===== src/rtl/mux16bit8way_arbiter.sv =====
// Round-robin arbiter sharing an 8-way WIDTH-bit mux into one registered valid/ready stage (ARB_LOCK_EN adds burst lock).
// Latency: gnt in the request cycle, out/out_valid one edge later; one word per cycle, no bubble.
// Backpressure: out_valid && !out_ready holds out/sel, forces gnt=0 and freezes arbitration state.
module mux16bit8way_arbiter #(
   parameter int WIDTH     = 16,
   parameter int MAX_BURST = 4
) (
   input  logic             clk,
   input  logic             rst_n,
   input  logic [WIDTH-1:0] a,
   input  logic [WIDTH-1:0] b,
   input  logic [WIDTH-1:0] c,
   input  logic [WIDTH-1:0] d,
   input  logic [WIDTH-1:0] e,
   input  logic [WIDTH-1:0] f,
   input  logic [WIDTH-1:0] g,
   input  logic [WIDTH-1:0] h,
   input  logic [7:0]       req,
`ifdef ARB_LOCK_EN
   input  logic [7:0]       lock,
`endif
   output logic [7:0]       gnt,
   output logic [WIDTH-1:0] out,
   output logic             out_valid,
   input  logic             out_ready,
   output logic [2:0]       sel
);

   if (MAX_BURST < 1) begin : g_bad_max_burst
      $error("MAX_BURST must be at least 1");
   end

   typedef enum logic {
      EMPTY = 1'b0,
      FULL  = 1'b1
   } state_t;

   state_t           state_q, state_d;
   logic [WIDTH-1:0] word [8];
   logic [2:0]       last_q;
   logic [2:0]       rr_win;
   logic [2:0]       rr_idx;
   logic             rr_found;
   logic [2:0]       win;
   logic             load;

   always_comb begin
      word[0] = a;
      word[1] = b;
      word[2] = c;
      word[3] = d;
      word[4] = e;
      word[5] = f;
      word[6] = g;
      word[7] = h;
   end

   assign out_valid = (state_q == FULL);
   assign load      = rst_n && (|req) && (!out_valid || out_ready);
   assign gnt       = load ? (8'd1 << win) : 8'd0;

   // Scan starts just past the previous winner so it lands last in the order.
   always_comb begin
      rr_win   = last_q;
      rr_idx   = 3'd0;
      rr_found = 1'b0;
      for (int k = 1; k <= 8; k++) begin
         rr_idx = last_q + 3'(k);
         if (!rr_found && req[rr_idx]) begin
            rr_win   = rr_idx;
            rr_found = 1'b1;
         end
      end
   end

`ifdef ARB_LOCK_EN
   localparam int CW = $clog2(MAX_BURST + 1);

   logic [CW-1:0] burst_q;
   logic [CW-1:0] burst_eff;
   logic          hold_hit;
   logic          burst_more;

   // A nonzero count means the previous owner may keep the mux while it holds req and lock.
   assign hold_hit   = (burst_q != '0) && req[last_q] && lock[last_q];
   assign win        = hold_hit ? last_q : rr_win;
   assign burst_eff  = hold_hit ? burst_q : '0;
   assign burst_more = lock[win] && ((int'(burst_eff) + 1) < MAX_BURST);

   always_ff @(posedge clk or negedge rst_n) begin
      if (!rst_n) begin
         burst_q <= '0;
      end else if (load) begin
         burst_q <= burst_more ? (burst_eff + 1'b1) : '0;
      end
   end
`else
   assign win = rr_win;
`endif

   always_comb begin
      state_d = state_q;
      case (state_q)
         EMPTY:   if (load) state_d = FULL;
         FULL:    if (out_ready && !load) state_d = EMPTY;
         default: state_d = EMPTY;
      endcase
   end

   always_ff @(posedge clk or negedge rst_n) begin
      if (!rst_n) begin
         state_q <= EMPTY;
      end else begin
         state_q <= state_d;
      end
   end

   always_ff @(posedge clk or negedge rst_n) begin
      if (!rst_n) begin
         out    <= '0;
         sel    <= 3'd0;
         last_q <= 3'd7;
      end else if (load) begin
         out    <= word[win];
         sel    <= win;
         last_q <= win;
      end
   end

endmodule


===== config.mk =====
export PLATFORM = sky130hd
export DESIGN_NAME = mux16bit8way_arbiter
export DESIGN_NICKNAME = d
export VERILOG_FILES = /design/src/rtl/mux16bit8way_arbiter.sv
export SDC_FILE = /design/constraint.sdc
export NUM_CORES = 1
export LEC_CHECK = 0
export CELL_PAD_IN_SITES_DETAIL_PLACEMENT = 1
export CELL_PAD_IN_SITES_GLOBAL_PLACEMENT = 1
export CORE_ASPECT_RATIO = 1.4
export CORE_UTILIZATION = 50
export DETAILED_ROUTE_END_ITERATION = 7
export DONT_BUFFER_PORTS = 1
export PLACE_DENSITY = 0.95
export SETUP_SLACK_MARGIN = 0.15
export SLEW_MARGIN = 20
export SYNTH_ARGS = -nofsm -noshare
export SYNTH_HDL_FRONTEND = slang
export SYNTH_SLANG_ARGS = --single-unit

===== constraint.sdc =====
create_clock -name clk -period 15.27 [get_ports clk]
set_clock_uncertainty 0.15 [all_clocks]
set_input_delay 4.581 -clock clk [delete_from_list [all_inputs] [get_ports clk]]
set_output_delay 4.581 -clock clk [all_outputs]
set_load 0.02 [all_outputs]

==> results of run 1 <==
## critical path: stages
cell	delay, ps
mux4_1	570
nor3_1	310
o211ai_2	210
nor4_2	350
o21ai_1	180
nand2_2	90
buf_4	560
nand2b_1	160
nor2_1	370
## metrics by stage
| step | utilization | std cells | hold slack, ps | instance area, sq um |
|---|---|---|---|---|
| after floorplan | - | 328 | 440 | 2980 |
| after global placement | 0.522 | 375 | 469 | 2930 |
| after detailed placement | 0.522 | 375 | 481 | 2930 |
| after CTS | 0.531 | 379 | 500 | 2970 |
| after global routing | 0.531 | 379 | 524 | 2970 |
| final | 0.531 | 379 | 491 | 2970 |
## state kept, by name, indices dropped and copies added, names as in the netlist
signal	cells
out	16
last_q	3
sel	3
out_valid	1
## final cells by class
class | count | area, sq um | area share
clock buffer | 3 | 41.3 | 0.0139
clock inverter | 1 | 5.00 | 0.00168
inverter | 10 | 37.5 | 0.0126
multi-input combinational | 272 | 2210 | 0.743
sequential | 23 | 579 | 0.195
tap | 68 | 85.1 | 0.0286
timing repair buffer | 2 | 15.0 | 0.00505
## layout by cell type (no fill, tap or decap), drive strengths merged, types with 10 or more instances in the layout
cell / count
o21ai: 12
inv: 10
nor2: 17
mux2: 59
mux2i: 10
mux4: 13
nand2: 47
o22ai: 26
o31ai: 13
dfrtp: 20
## worst paths after layout
kind | end | startpoint | slack, ps
hold / removal | out[4] | out[4] | 490
min in group asynchronous | out[12] | rst_n | 3850
max in group asynchronous | last_q[1] | rst_n | 10930
hold reg to reg | out[4] | out[4] | 490
setup / recovery | gnt[2] | req[1] | 3150
setup reg to reg | out[11] | last_q[0] | 10070
## cell families after synthesis
group                    Yosys count  share of synthesized area
AO/OA/AOI/OAI                     84                      0.202
multiplexers                      82                      0.358
AND/OR/NAND/NOR                   99                      0.160
buffers and inverters             33                     0.0630
XOR/XNOR                           5                     0.0147
flip-flops                        23                      0.195
adder cells (fa/ha/maj)            2                    0.00840
## cell usage after synthesis (all sizes together), types with 2 or more instances
cell type and instances:
mux2 59, nand2 47, o22ai 26, buf 20, dfrtp 20, nor2 17
mux4 13, o31ai 13, o21ai 12, inv 10, mux2i 10, nand2b 8
o211ai 8, nand3 7, a31oi 5, a21oi 4, nor4 4, a221oi 3
and2 3, clkbuf 3, dfstp 3, nor3 3, xnor2 3, a221o 2
a32oi 2, and3 2, ha 2, nand3b 2, or2 2, xor2 2
## per-layer routing
metal | track usage | part of all wire
met5 | 0 | 0
met4 | 0.106 | 0.023
met3 | 0.0463 | 0.072
met2 | 0.530 | 0.54
met1 | 0.334 | 0.37
==> flow_summary.ini, run 1 <==
[outcome]
outcome = finished clean

[logic_synthesis]
synth-main-ff-cell = dfrtp_1
avgSynthCellArea_sq_um = 9.08
synth.distinct_cells = 56
synth-async-reset-ratio = 1.00
seq_area_frac_synth = 0.195
syn-instance-count = 328
synthDominantCellAreaShare = 0.216
synth_edf_count = 0
syn_nets = 469
yosysTopAreaCell = mux2_2
yosysWarnings = 0
synthesis.area_sq_um = 2980
synth-seq-cells = 23
netlist_top_cells_area = mux2_2 (22%), dfrtp_1 (17%), mux4_2 (9.1%)

[place]
io_buffers = 0
hpwlAfterDp_mm = 7.29
pre_cts_slack_ps = 3160
gp_congestion = 0.882

[clocking]
cts_root_buffer = clkbuf_8
clk_latency_ps = 260
post_cts_resized = 0
cts_made_buffers = 3
htreeDepth = 1
numClockSinks = 23
postCtsSetupRepairBufs = 0
clk_pin_slew_ps = 80
cts_hold_buf = 0
cts_tree = yes
clk_path_buf_depth = 2

[timing]
timing.final.hold_violations = 0
slew_headroom = 0.391
max_freq_mhz = 82.5
setup_viol = 0
period_share = 0.794
setup_slack_ps = 3150
drv_slew = 0
timing.final.crit_period_ps = 12120
tightest_slew_ps = 911
grt_setup_unrepaired = no
tns_ps = 0

[routing]
drc = 0
vias = 2664
drtIter0Drc = 209
viasPerCell = 7.03
drt-total-wl_mm = 9.14
drtPass1Iterations = 4
wl_per_cell_um = 24.1
ant_nets = 0

[floorplan]
ios = 167
coreArea_sq_um = 5610
fp-row-count = 32
fp.dieArea_sq_um = 6270
die_w_um = 67.2
die_h_um = 93.3
initial_core_util = 0.531

[min_path]
min_path_type = flop to flop
whs_path_depth = 2

[run]
drv_cap = 0

[critical_path]
critPathLaunchType = input pin
crit_arrival_ps = 7390
critPathKind = input pin to primary output
path_max_fanout = 63
worst-r2r-cell-count = 11
worst_setup_path_end_kind = primary output
crit_required_ps = 10540

[grt]
grt_max_degree = 64
grt_pass1_wl_mm = 13.8
grt_pass1_vias = 2740
grt_antenna_before_repair = 0
grt_overflow = 0
track_usage = 0.293

[cells_and_area]
drive_gt1_frac = 0.289
num-fill-cells = 673
area_growth_pct = -0.126
antennaDiodeCount = 0
layout.nets = 453
Power of run 1 is not shown: default switching activity piles up to over one toggle a cycle in this logic, so the estimate is an artifact.
==> run 2, diff against run 1 <==
- CORE_UTILIZATION: 50 -> 46
- PLACE_DENSITY: 0.95 -> 0.92
- clock period: 15.27 -> 11.91 ns (I/O delays scaled with it)
==> run 2 against run 1 <==
Compared with the run above: clock-buffer cell count stayed put; register-to-register slack got worse by 3300 ps; design area increased by 0.25%; die area rose by 8.5%; cell count up 1.3%; hold slack improved by 11 ps; sequential share of layout area is essentially flat; critical path depth is 1 lower; via count shrank 0.45%; global-route usage down 1.7 points; utilization down 5.4 points; non-clock buffer count is the same; critical endpoint is now gnt[0]; highest routed layer unchanged.
==> flow_summary.ini, run 2 (synthesis results as in run 1) <==
[critical_path]
worst_setup_path_end_kind = primary output
cp_num_buf_inv = 0
worstPathCellList = mux4_2 -> mux2_2 -> o32ai_1 -> nand2b_1 -> a32oi_1 -> o211ai_2 -> nand2_1 -> nor2_1
critPathLaunchType = input pin
crit_arrival_ps = 6310
critPathKind = input pin to primary output
cp_slowest_cell = o211ai_2
critical-path-top-delay-family = compound AO/OA/AOI/OAI gates
crit_required_ps = 8190
path_max_fanout = 21
max_stage_delay_ps = 750

[place]
io_buffers = 0
gp_congestion = 0.952
pre_cts_slack_ps = 1910
hpwlAfterDp_mm = 7.50

[cells_and_area]
regMostFlops = out
num-fill-cells = 730
largestRegisters = out: 16 flops, last_q: 3 flops, sel: 3 flops
regArea_sq_um = 579
drive_gt1_frac = 0.289
multi_input_area_sq_um = 2210
largest_reg_flops = 16
final_common_cell = mux2_2
mostFrequentLayoutCells = mux2_2 (57), nand2_1 (46), o22ai_1 (26), dfrtp_1 (20), nor2_1 (17)
layout.nets = 453
area_growth_pct = 0.126

[floorplan]
ios = 167
die_h_um = 97.2
fp-row-count = 34
fp.dieArea_sq_um = 6800
initial_core_util = 0.476
die_w_um = 70
coreArea_sq_um = 6250

[clocking]
clk_latency_ps = 260
numClockSinks = 23
cts_root_buffer = clkbuf_8
cts_hold_buf = 0
clk_pin_slew_ps = 90
postCtsSetupRepairBufs = 0
cts_tree = yes
clk_path_buf_depth = 2
htreeDepth = 1
cts_made_buffers = 3
post_cts_resized = 0

[routing]
drtIter0Drc = 176
vias = 2652
drt-total-wl_mm = 9.44
drtPass1Iterations = 4
viasPerCell = 6.91
ant_nets = 0
wl_per_cell_um = 24.6
drc = 0

[timing]
setup_viol = 0
timing.final.crit_period_ps = 10030
holdWs_ps = 502
max_freq_mhz = 99.7
tns_ps = 0
tightest_slew_ps = 941
setup_slack_ps = 1880
drv_slew = 0
period_share = 0.842
slew_headroom = 0.371
grt_setup_unrepaired = no
timing.final.hold_violations = 0

[grt]
grt_max_degree = 61
grt_antenna_before_repair = 1
grt_overflow = 0
grt_pass1_wl_mm = 14.9
grt_pass1_vias = 2953
track_usage = 0.275

[outcome]
outcome = finished clean

[run]
drv_cap = 0

[min_path]
min_path_type = flop to flop
[run 2: cell count changes in the layout (fill, tap and decap cells not counted)]
cell,previous run,this run
diode_2,0,1
[run 2: cell type report]
class,count,share of cell area
sequential,23,0.194
inverter,10,0.0126
antenna,1,0.000839
clock inverter,1,0.00168
clock buffer,3,0.0138
timing repair buffer,2,0.00504
tap,72,0.0302
multi-input combinational,272,0.742
[run 2: worst paths after layout]
kind,start,to,slack (ps),cells past startpoint
setup / recovery,req[0],gnt[0],1880,8
hold / removal,sel[0],sel[0],500,2
setup reg to reg,last_q[0],out[10],6740,11
hold reg to reg,sel[0],sel[0],500,2
max in group asynchronous,rst_n,last_q[1],8590,0
min in group asynchronous,rst_n,out[4],2840,0
[run 2: worst reg2reg max path, stage by stage (launching register included)]
cell      delay [ps]
dfstp_2          920
inv_1            100
ha_1             330
xor2_1           430
mux4_2           610
and3_1           180
o21ai_0          250
a32oi_1          160
o211ai_2         760
nand3_1          650
o22ai_1          400
o31ai_1          120
[run 2: routing by layer]
layer  track usage  wire (um)  vias to the layer above
li1              -          -                     1224
met1         0.299       3520                     1277
met2         0.518       5090                      127
met3        0.0384        513                       24
met4         0.120        318                        0
met5             0          0                        -
[run 2: per-stage QoR]
stage / cells / instance area (sq um) / util
finish: 384 / 2980 / 0.477
global route: 383 / 2980 / 0.476
CTS: 383 / 2980 / 0.476
detailed placement: 379 / 2930 / 0.469
global placement: 379 / 2930 / 0.469
floorplan: 328 / 2980 / -
Power of run 2 is left out for the same reason.
==> run 3, diff against run 2 <==
- clock period: 11.91 -> 9.9 ns (I/O delays scaled with it)
==> run 3 against run 2 <==
Compared with the run above: flip-flop and latch count did not move; sequential share of layout area is essentially flat; clock-buffer cell count unchanged; worst setup slack got worse by 400 ps; via count is essentially flat; global-route usage is 0.71 points lower; register-to-register slack lost 1600 ps; critical path type unchanged; critical endpoint is now gnt[2].
==> flow_summary.ini, run 3 (synthesis results as in run 1) <==
[run]
drv_cap = 0

[timing]
slew_headroom = 0.528
grt_setup_unrepaired = no
tns_ps = 0
tightest_slew_ps = 708
timing.final.crit_period_ps = 8420
setup_viol = 0
period_share = 0.851
max_freq_mhz = 119
timing.final.hold_violations = 0
drv_slew = 0

[critical_path]
worst-r2r-cell-count = 12
max_stage_delay_ps = 580
worstPathCellList = mux2_2 -> mux4_2 -> nor4_1 -> a31oi_1 -> a32oi_1 -> o211ai_2 -> buf_4 -> nand2b_1 -> nor2_1
crit_arrival_ps = 5300
cp_num_buf_inv = 1
crit_required_ps = 6780
rr_endpoint = out[10]
timing.rr.start = last_q[0]
ff2ff_setup_slack_ps = 5140
worst_setup_path_end_kind = primary output
critPathLaunch = req[4]
critPathLaunchType = input pin
critPathKind = input pin to primary output
cp_slowest_cell = mux4_2
path_max_fanout = 21
critical-path-top-delay-family = multiplexers

[clocking]
post_cts_resized = 0
numClockSinks = 23
cts_root_buffer = clkbuf_8
cts_made_buffers = 3
clk_path_buf_depth = 2
htreeDepth = 1
cts_hold_buf = 0
clk_latency_ps = 260
postCtsSetupRepairBufs = 0
cts_tree = yes
clk_pin_slew_ps = 80

[place]
hpwlAfterDp_mm = 7.38
gp_congestion = 0.968
place_inst = 380
dpl_cell_area_sq_um = 2940
io_buffers = 0

[routing]
drc = 0
vias = 2654
drtPass1Iterations = 4
drt-total-wl_mm = 9.16
wl_per_cell_um = 23.9
ant_nets = 0
viasPerCell = 6.91
drtIter0Drc = 210

[grt]
grt_antenna_before_repair = 1
grt_overflow = 0
grt_pass1_wl_mm = 14.4
track_usage = 0.268
grt_pass1_vias = 2807
grt_max_degree = 62

[floorplan]
die_w_um = 70
initial_core_util = 0.476
die_h_um = 97.2
coreArea_sq_um = 6250
fp.dieArea_sq_um = 6800
fp-row-count = 34
ios = 167

[cells_and_area]
largest_reg_flops = 16
area_growth_pct = 0.294
mostFrequentLayoutCells = mux2_2 (57), nand2_1 (46), o22ai_1 (26), dfrtp_1 (20), nor2_1 (17)
antennaDiodeCount = 0
layout.nets = 454
final_common_cell = mux2_2
drive_gt1_frac = 0.292
largestRegisters = out: 16 flops, last_q: 3 flops, sel: 3 flops
final_util = 0.478
fin_cells = 384
regMostFlops = out
final_cell_area_sq_um = 2990

[min_path]
hold_end = sel[1]
min_path_type = flop to flop
hp-start = sel[1]
whs_path_depth = 2

[outcome]
outcome = finished clean
run 3: per-stage QoR:
step,setup WS (ps),hold WS [ps]
6_report,1480,497
4_1_cts,1480,504
5_1_grt,1320,526
3_3_place_gp,1540,469
2_1_floorplan,1620,440
3_5_place_dp,1490,487
run 3: layer usage:
| layer | vias to the layer above | wire [um] | part of all wire | GRT usage |
|---|---|---|---|---|
| met5 | - | 13 | 0.0014 | 0 |
| met1 | 1290 | 3300 | 0.36 | 0.285 |
| li1 | 1227 | - | - | - |
| met4 | 2 | 203 | 0.022 | 0.102 |
| met3 | 16 | 625 | 0.068 | 0.0529 |
| met2 | 119 | 5020 | 0.55 | 0.509 |
run 3: worst max-delay path by stage:
stage / to / depth (start not counted)
final: gnt[2] / 9
after global routing: gnt[1] / 9
after floorplan: gnt[2] / 10
after global placement: gnt[1] / 9
after CTS: gnt[2] / 9
after detailed placement: gnt[2] / 9
run 3: final cells by class:
class,count,area (sq um)
clock buffer,3,41.3
timing repair buffer,3,22.5
fill,733,3270
inverter,10,37.5
tap,72,90.1
sequential,23,579
multi-input combinational,272,2210
clock inverter,1,5.00
run 3: worst register-to-register path, delay by kind of cell (launching register included):
family	cells	cell delay, ps
XOR/XNOR	1	440
AO/OA/AOI/OAI	3	480
adder cells (fa/ha/maj)	1	340
AND/OR/NAND/NOR	3	590
flip-flops	1	900
multiplexers	2	1050
buffers and inverters	2	690
Power of run 3 is left out for the same reason.
